==> src/rtl/divrem.sv <==
// Iterative radix-2 restoring divider for DIV/DIVU/REM/REMU, 33 cycles start-to-done.
// One request in flight: start is ignored while busy and is never queued.
module divrem #(
    parameter int XLEN = 32
) (
    input  logic            clk,
    input  logic            rst,
    input  logic            start,
    input  logic [1:0]      op,
    input  logic [XLEN-1:0] r1,
    input  logic [XLEN-1:0] r2,
    output logic            busy,
    output logic            done,
    output logic [XLEN-1:0] rd
);

    localparam int CNT_W = $clog2(XLEN) + 1;

    typedef enum logic [1:0] {
        S_IDLE = 2'd0,
        S_CALC = 2'd1,
        S_FIN  = 2'd2
    } state_t;

    state_t r_state;
    state_t w_state_nxt;

    logic [CNT_W-1:0] r_cnt;
    logic             r_op_rem;
    logic             r_neg_q;
    logic             r_neg_r;
    logic             r_dz;
    logic             r_ovf;
    logic [XLEN-1:0]  r_dvd_raw;
    logic [XLEN-1:0]  r_dvs;
    logic [XLEN-1:0]  r_rem;
    logic [XLEN-1:0]  r_quo;
    logic             r_done;
    logic [XLEN-1:0]  r_rd;

    logic             w_sgn;
    logic             w_neg1;
    logic             w_neg2;
    logic [XLEN-1:0]  w_abs1;
    logic [XLEN-1:0]  w_abs2;
    logic             w_ovf;
    logic             w_last;
    logic [XLEN:0]    w_shift;
    logic [XLEN:0]    w_diff;
    logic             w_ge;
    logic [XLEN-1:0]  w_q_fix;
    logic [XLEN-1:0]  w_r_fix;
    logic [XLEN-1:0]  w_q_res;
    logic [XLEN-1:0]  w_r_res;
    logic [XLEN-1:0]  w_result;

    // Operand conditioning at the start edge.
    assign w_sgn  = ~op[0];
    assign w_neg1 = w_sgn & r1[XLEN-1];
    assign w_neg2 = w_sgn & r2[XLEN-1];
    assign w_abs1 = w_neg1 ? (~r1 + 1'b1) : r1;
    assign w_abs2 = w_neg2 ? (~r2 + 1'b1) : r2;
    assign w_ovf  = w_sgn && (r1 == {1'b1, {(XLEN-1){1'b0}}}) && (r2 == {XLEN{1'b1}});

    // The running remainder stays below the divisor, so its shifted form fits XLEN+1 bits.
    assign w_shift = {r_rem, r_quo[XLEN-1]};
    assign w_diff  = w_shift - {1'b0, r_dvs};
    assign w_ge    = ~w_diff[XLEN];
    assign w_last  = (r_cnt == CNT_W'(XLEN - 1));

    assign w_q_fix  = r_neg_q ? (~r_quo + 1'b1) : r_quo;
    assign w_r_fix  = r_neg_r ? (~r_rem + 1'b1) : r_rem;
    assign w_q_res  = r_dz  ? {XLEN{1'b1}} :
                      r_ovf ? {1'b1, {(XLEN-1){1'b0}}} : w_q_fix;
    assign w_r_res  = r_dz  ? r_dvd_raw :
                      r_ovf ? {XLEN{1'b0}} : w_r_fix;
    assign w_result = r_op_rem ? w_r_res : w_q_res;

    always_ff @(posedge clk) begin
        if (rst) begin
            r_state <= S_IDLE;
        end else begin
            r_state <= w_state_nxt;
        end
    end

    always_comb begin
        w_state_nxt = r_state;
        case (r_state)
            S_IDLE:  if (start) w_state_nxt = S_CALC;
            S_CALC:  if (w_last) w_state_nxt = S_FIN;
            S_FIN:   w_state_nxt = S_IDLE;
            default: w_state_nxt = S_IDLE;
        endcase
    end

    always_ff @(posedge clk) begin
        if (rst) begin
            r_cnt     <= '0;
            r_op_rem  <= 1'b0;
            r_neg_q   <= 1'b0;
            r_neg_r   <= 1'b0;
            r_dz      <= 1'b0;
            r_ovf     <= 1'b0;
            r_dvd_raw <= '0;
            r_dvs     <= '0;
            r_rem     <= '0;
            r_quo     <= '0;
            r_done    <= 1'b0;
            r_rd      <= '0;
        end else begin
            r_done <= 1'b0;
            case (r_state)
                S_IDLE: begin
                    if (start) begin
                        r_op_rem  <= op[1];
                        r_neg_q   <= w_neg1 ^ w_neg2;
                        r_neg_r   <= w_neg1;
                        r_dz      <= (r2 == '0);
                        r_ovf     <= w_ovf;
                        r_dvd_raw <= r1;
                        r_dvs     <= w_abs2;
                        r_rem     <= '0;
                        r_quo     <= w_abs1;
                        r_cnt     <= '0;
                    end
                end
                S_CALC: begin
                    r_rem <= w_ge ? w_diff[XLEN-1:0] : w_shift[XLEN-1:0];
                    r_quo <= {r_quo[XLEN-2:0], w_ge};
                    r_cnt <= r_cnt + CNT_W'(1);
                end
                S_FIN: begin
                    r_rd   <= w_result;
                    r_done <= 1'b1;
                end
                default: ;
            endcase
        end
    end

    assign busy = (r_state != S_IDLE);
    assign done = r_done;
    assign rd   = r_rd;

endmodule

==> config.mk <==
export PLATFORM = sky130hd
export DESIGN_NAME = divrem
export DESIGN_NICKNAME = d
export VERILOG_FILES = /design/src/rtl/divrem.sv
export SDC_FILE = /design/constraint.sdc
export NUM_CORES = 1
export LEC_CHECK = 0
export CAP_MARGIN = 15
export CORE_UTILIZATION = 55
export DETAILED_ROUTE_END_ITERATION = 8
export GPL_TIMING_DRIVEN = 0
export MAX_ROUTING_LAYER = met4
export PLACE_DENSITY = 0.75
export RECOVER_POWER = 100
export SLEW_MARGIN = 10
export SYNTH_ARGS = -nofsm -noshare
export SYNTH_HDL_FRONTEND = slang
export SYNTH_SLANG_ARGS = --single-unit
==> constraint.sdc <==
create_clock -name clk -period 3.9 [get_ports clk]
set_clock_uncertainty 0.05 [all_clocks]
set_input_delay 1.17 -clock clk [delete_from_list [all_inputs] [get_ports clk]]
set_output_delay 1.17 -clock clk [all_outputs]
set_load 0.02 [all_outputs]
==> summary.md, run 1 <==
| Metric | Value |
|---|---|
| Clk_lat worst skew | 0.44 ns |
| Final Slew Violations | 0 |
| Most frequent cells in the layout | 195 x nand2_1, 174 x dfxtp_1, 150 x nor2_1 |
| Setup-failing EPs final | 0 |
| # diodes | 0 |
| First-pass GRT wire length | 59,500 um |
| Slew headroom | a little under two fifths |
| Pin slew with the least headroom to its limit | between 0.9 and 1 ns |
| Worst setup EP type | flip-flop |
| Leak pwr | 5.08 nW |
| Max layer used | met4 |
| Worst-path cell chain | clkdlybuf4s50_1 > or3_1 > nor4_2 > nand2_1 > nor3b_2 > nand4b_1 > o31ai_1 > xnor2_1 > nand2_1 > a21oi_1 |
| Arrival time worst endpoint | just over 4 ns |
| Die height | approximately 150 um |
| Antenna violations before repair | 0 |
| Min-delay worst type | reg -> reg |
| Syn Nets | 1,638 |
| Main area contributors after synthesis | dfxtp_1 30%, nand2_1 6.3%, a21oi_1 6.2% |
| Final core utilization | 66.4% |
| Power density cells | 346 nW/um2 |
| Final hold vios | 0 |
| Crit path kind | in -> reg |
| Worst Hold Path Cells | 2 |
| Total power | 4.70 mW |
| Layout cells sized above 1 | under 10% |
| Fraction of registers with async set or reset after synthesis | 0% |
| RSZ-0062 raised after global routing | false |
| Die area | ~22,000 um2 |
| Post-DP HPWL | roughly 30,000 um |
| Final instance area | 13,600 um2 |
| Number of synthesized flops with an enable pin | 0 |
| # H-tree levels | 4 |
| Clk pin slew, worst setup/hold paths | 0.07 ns |
| I/O pins | just over 100 |
| # DRC | 0 |
| Core box area | 20,400 um2 |
| Number of buffers created by CTS | 17 |
| Peak Freq | 264 MHz |
| Overall routing resource usage | 36.5% |
| Post-route ant nets | 0 |
| Area grow syn2layout | 17.5% |
| Mean Syn Cell Area | 7.55 um2 |
| WL/cell | between 15 and 20 um |
| Placer Congestion | 1.02 |
| Yosys cell types | 73 |
| I/O Buffers | 101 |
| Status | complete, no violations |
| Seq/Total Area, Yosys | 30.2% |
| Critical Path Source Type | input pin |
| CP max stage cell | clkdlybuf4s50_1 |
| Met3 WL | about 4000 um |
| Max-Cap Viols | 0 |
| Wl on met1 | ~18,000 um |
| Initial Util | 56.5% |
| CTS Sinks | 174 |
| 1st-pass router iterations | 5 |
| Largest net degree at the start of global routing | 19 |
| Root Driver | clkbuf_16 |
| Synth top area share | 30.2% |
| CP Depth | 10 |
| Peak VDD IR | 0.266 mV |
| Vias | 11,977 |
| Final setup TNS | 0 ns |
| Syn. warnings | 0 |
| CTS tree | done |
| # nets final | 1,762 |
| Yosys reg bits | 174 |
| Routed length on met2 | 15,800 um |
| Crit path largest cell delay | 0.53 ns |
| Cells on worst reg2reg path | 14 |
| Most common cell after layout, fill and taps aside | nand2_1 |
| CTS Buffer Depth | 2 |
| Mapped Area | 11,500 um2 |
| Largest fanout on the critical path | 5 |
| Routed wire length | 38,300 um |
| DRT iter0 DRCs | 1,169 |
| Cells after Synth | 1,530 |
| Crit path buf inv count | 1 |
| Ys flop type | dfxtp_1 |
| Tmin final | 3.79 ns |
| Grt total ovfl | 0 |
| CP most frequent cell | nand2_1 |
| Via/cell ratio | between 6 and 7 |
| Part of the cycle the worst path needs | 97.2% |
| Worst EP required | approximately 4.2 ns |
| Post-synth top area cell | dfxtp_1 |
| Top delay family on crit path | simple AND/OR/NAND/NOR gates |
| Vias in the first global route | 10,623 |
| Placed Area | 12,900 um2 |
| Post-cts hold buffer count | 0 |
| Site Rows | 52 |
| Die Width | 147 um |
cells by family (layout without fill, tap and decap cells):
| logic type | count (synthesis) | in the layout | synth area share, % |
|---|---|---|---|
| AND/OR/NAND/NOR | 514 | 514 | 20.5 |
| AO/OA/AOI/OAI | 470 | 470 | 26.0 |
| flip-flops | 174 | 174 | 30.2 |
| buffers and inverters | 160 | 297 | 5.58 |
| XOR/XNOR | 142 | 142 | 10.8 |
| adder cells (fa/ha/maj) | 39 | 39 | 4.29 |
| multiplexers | 31 | 31 | 2.71 |
registers in the layout (all words and copies together) (netlist names), 2 cells and up:
signal,cells
r_cnt,6
r_dvd_raw,32
r_state,2
r_dvs,32
r_rem,32
r_quo,32
rd,32
cell usage after synthesis (all sizes together) (9+ instances only):
master	count
nor3	30
nand4	12
nor4	11
nor2b	9
buf	18
a211oi	37
a21oi	143
o221ai	17
or3	22
nor2	151
mux2i	29
nand2	195
nand3	23
o41ai	19
o31ai	30
inv	61
dfxtp	174
o211ai	14
o21ai	108
nand2b	17
xor2	75
clkbuf	78
xnor2	67
a22oi	30
ha	38
or4	13
stage by stage:
stage	setup WS, ns	cells	hold slack, ns
floorplan	0.460	1530	0.382
global placement	-0.596	1901	0.389
detailed placement	-0.605	1901	0.400
CTS	0.0302	1933	0.409
global route	0.00473	1937	0.437
finish	0.110	1937	0.407
final cells by class:
class,instances,area [um2]
Clock inverter,15,174
Buffer,98,424
Multi-Input combinational cell,1196,7450
Sequential cell,174,3480
Timing Repair Buffer,105,1040
Inverter,62,233
Clock buffer,17,425
Tap cell,270,338
Fill cell,1866,6860
power by group:
group | switching, mW | total, mW | internal [mW]
sequential | 0.101 | 1.96 | 1.86
clock | 0.834 | 1.75 | 0.917
combinational | 0.606 | 0.988 | 0.382
total | 1.54 | 4.70 | 3.16
worst reg2reg max path, cell delays in order (launching register included):
cell and delay [ns]:
dfxtp_1 0.43, inv_1 0.10, ha_1 0.22, fa_1 0.42
nor2b_2 0.16, o311ai_1 0.15, a211oi_2 0.35, o211ai_1 0.22
a21oi_2 0.28, o21ai_0 0.17, xnor2_1 0.26, buf_6 0.18
buf_4 0.23, o311ai_0 0.23, o211ai_1 0.18
layer usage:
layer	track usage (%)	up-vias
met5	-	-
met2	52.4	564
met4	9.28	0
met3	5.53	71
met1	53.1	5627
li1	-	5715
path summary, 6_finish.rpt:
kind / startpoint / end / slack (ns)
setup / recovery: r1[2] / r_quo[29] / 0.11
setup reg to reg: r_quo[31] / r_rem[24] / 0.21
hold reg to reg: r_dvs[31] / r_dvs[31] / 0.41
hold / removal: r_dvs[31] / r_dvs[31] / 0.41
timing repair:
| item | CTS | global route |
|---|---|---|
| pin swaps | 0 | 4 |
| buffers inserted | 0 | 4 |
| setup endpoints to repair | 18 | 25 |
| gates resized for setup | 9 | 10 |
(Power assumes the default switching activity.)
==> run 2: changes to the inputs <==
--- a/config.mk
+++ b/config.mk
@@ -6,6 +6,7 @@
 export NUM_CORES = 1
 export LEC_CHECK = 0
 export CAP_MARGIN = 15
+export CORE_MARGIN = 5
 export CORE_UTILIZATION = 55
 export DETAILED_ROUTE_END_ITERATION = 8
 export GPL_TIMING_DRIVEN = 0
==> summary.md, run 2 (same netlist as run 1, synthesis figures left out) <==
| Metric | Value |
|---|---|
| Overall routing resource usage | 32.4% |
| # DRC | 0 |
| Most frequent cells in the layout | 195 x nand2_1, 174 x dfxtp_1, 150 x nor2_1 |
| Postcts setup bufs | 0 |
| Cells on worst reg2reg path | 12 |
| Part of the cycle the worst path needs | 96.7% |
| First-pass GRT wire length | 60,000 um |
| Peak Freq | 265 MHz |
| Via/cell ratio | 6.17 |
| Peak VDD IR | 0.288 mV |
| WL/cell | 19.9 um |
| Routed wire length | 38,600 um |
| Status | complete, no violations |
| Die Width | 155 um |
| Slew headroom | between 30 and 40% |
| Post-route ant nets | 0 |
| CTS Sinks | between 150 and 200 |
| Worst setup EP type | flip-flop |
| Internal | 3.30 mW |
| Placer Congestion | 0.997 |
| 1st-pass router iterations | 7 |
| Clk_lat worst skew | 0.44 ns |
| Die area | roughly 24,000 um2 |
| Site Rows | 53 |
| Max-Cap Viols | 0 |
| CTS tree | done |
| Reg power frac | 41.2% |
| I/O pins | between 100 and 150 |
| Post-DP HPWL | ~30,000 um |
| Final hold vios | 0 |
| Final setup TNS | 0 ns |
| Die height | 155 um |
| # nets final | 1,758 |
| Leak pwr | just over 5 nW |
| Crit path largest cell delay | between 0.5 and 0.6 ns |
| Register area | 3480 um2 |
| Largest fanout on the critical path | 5 |
| # H-tree levels | 4 |
| GRT Max-Usage Layer | met1 |
| Vias | 11,960 |
| GR Util met3 | between 7 and 8% |
| Tmin final | between 3 and 4 ns |
| Combinational fraction of design power | 20.5% |
| Worst R2R Setup Slack | 0.18 ns |
| Final Non-Filler Cells | 1,939 |
| Worst Hold Path Cells | 2 |
| Switching pwr | 1.48 mW |
| Power density cells | ~350 nW/um2 |
| Root Driver | clkbuf_16 |
| Final core utilization | between 60 and 70% |
| Met2 Track Usage GR | 45.2% |
| Grt total ovfl | 0 |
| Number of buffers created by CTS | 17 |
| Min-delay worst type | reg -> reg |
| Total power | 4.77 mW |
| RSZ-0062 raised after global routing | false |
| Antenna violations before repair | 1 |
| Clock power share | around two fifths |
| Area grow syn2layout | 17.6% |
| M1 GR Usage | 46.4% |
| Setup-failing EPs final | 0 |
| Crit path kind | in -> reg |
| Final Slew Violations | 0 |
| Vias in the first global route | 10,746 |
| Core box area | 20,800 um2 |
| Number of fill cells | 1,897 |
| Critical Path Source Type | input pin |
| Arrival time worst endpoint | 4.09 ns |
| Worst EP required | 4.21 ns |
| Final instance area | 13,600 um2 |
| Most common cell after layout, fill and taps aside | nand2_1 |
| Clk pin slew, worst setup/hold paths | 0.07 ns |
| Multi-input logic area | 7450 um2 |
| Initial Util | between 50 and 60% |
| CP max stage cell | clkdlybuf4s50_1 |
| CTS Buffer Depth | 2 |
| Layout cells sized above 1 | around 4% |
| Worst-path cell chain | clkdlybuf4s50_1 > or3_1 > nor4_2 > nand2_1 > nor3b_2 > nand4b_1 > o31ai_1 > xnor2_1 > nand2_1 > a21oi_1 |
| Largest net degree at the start of global routing | 17 |
| Switching Share | 30.9% |
| Pin slew with the least headroom to its limit | 0.999 ns |
| I/O Buffers | 101 |
| CP most frequent cell | nand2_1 |
| DRT iter0 DRCs | 1,180 |
| # placed instances | 1,906 |
| Placed Area | 12,900 um2 |
run 2: final cells by class:
class                      count  area share [%]
timing repair buffer         101            7.45
antenna                        1          0.0184
buffer                        98            3.12
clock inverter                13            1.28
multi-input combinational   1196            54.9
sequential                   174            25.7
tap                          275            2.53
inverter                      62            1.71
clock buffer                  19            3.34
run 2: routing by layer:
layer	wire length, um	vias up
met5	0	-
met4	1070	0
met3	4180	63
met2	16100	582
met1	17300	5600
li1	-	5715
run 2: what timing repair did:
action	in CTS	in global routing
resized for setup	7	12
endpoints found under the setup margin	17	33
pin swaps	0	2
hold buffers	0	0
run 2: path summary, 6_finish.rpt:
kind	startpoint	endpoint
max	r1[2]	r_quo[29]
min	r_dvd_raw[7]	r_dvd_raw[7]
max reg2reg	r_quo[31]	r_rem[30]
min reg2reg	r_dvd_raw[7]	r_dvd_raw[7]
run 2: critical path: cells and delay by family:
family                 cells  cell delay [ns]
buffers and inverters      1             0.55
AO/OA/AOI/OAI              2             0.45
AND/OR/NAND/NOR            6             1.74
XOR/XNOR                   1             0.17
run 2: through the flow:
stage	hold slack, ns	setup WS [ns]
after CTS	0.410	0.0225
after detailed placement	0.401	-0.589
after global routing	0.428	0.00773
after global placement	0.391	-0.557
after floorplan	0.382	0.460
final	0.409	0.127
run 2: power by group through the flow:
stage          clock network (mW)  logic (mW)  registers [mW]
2_1_floorplan                   0       0.657            1.95
3_3_place_gp                    0       0.945            1.99
3_5_place_dp                    0       0.953            2.00
4_1_cts                      1.83       0.961            1.96
5_1_grt                      1.91        1.08            1.97
6_report                     1.83       0.979            1.96
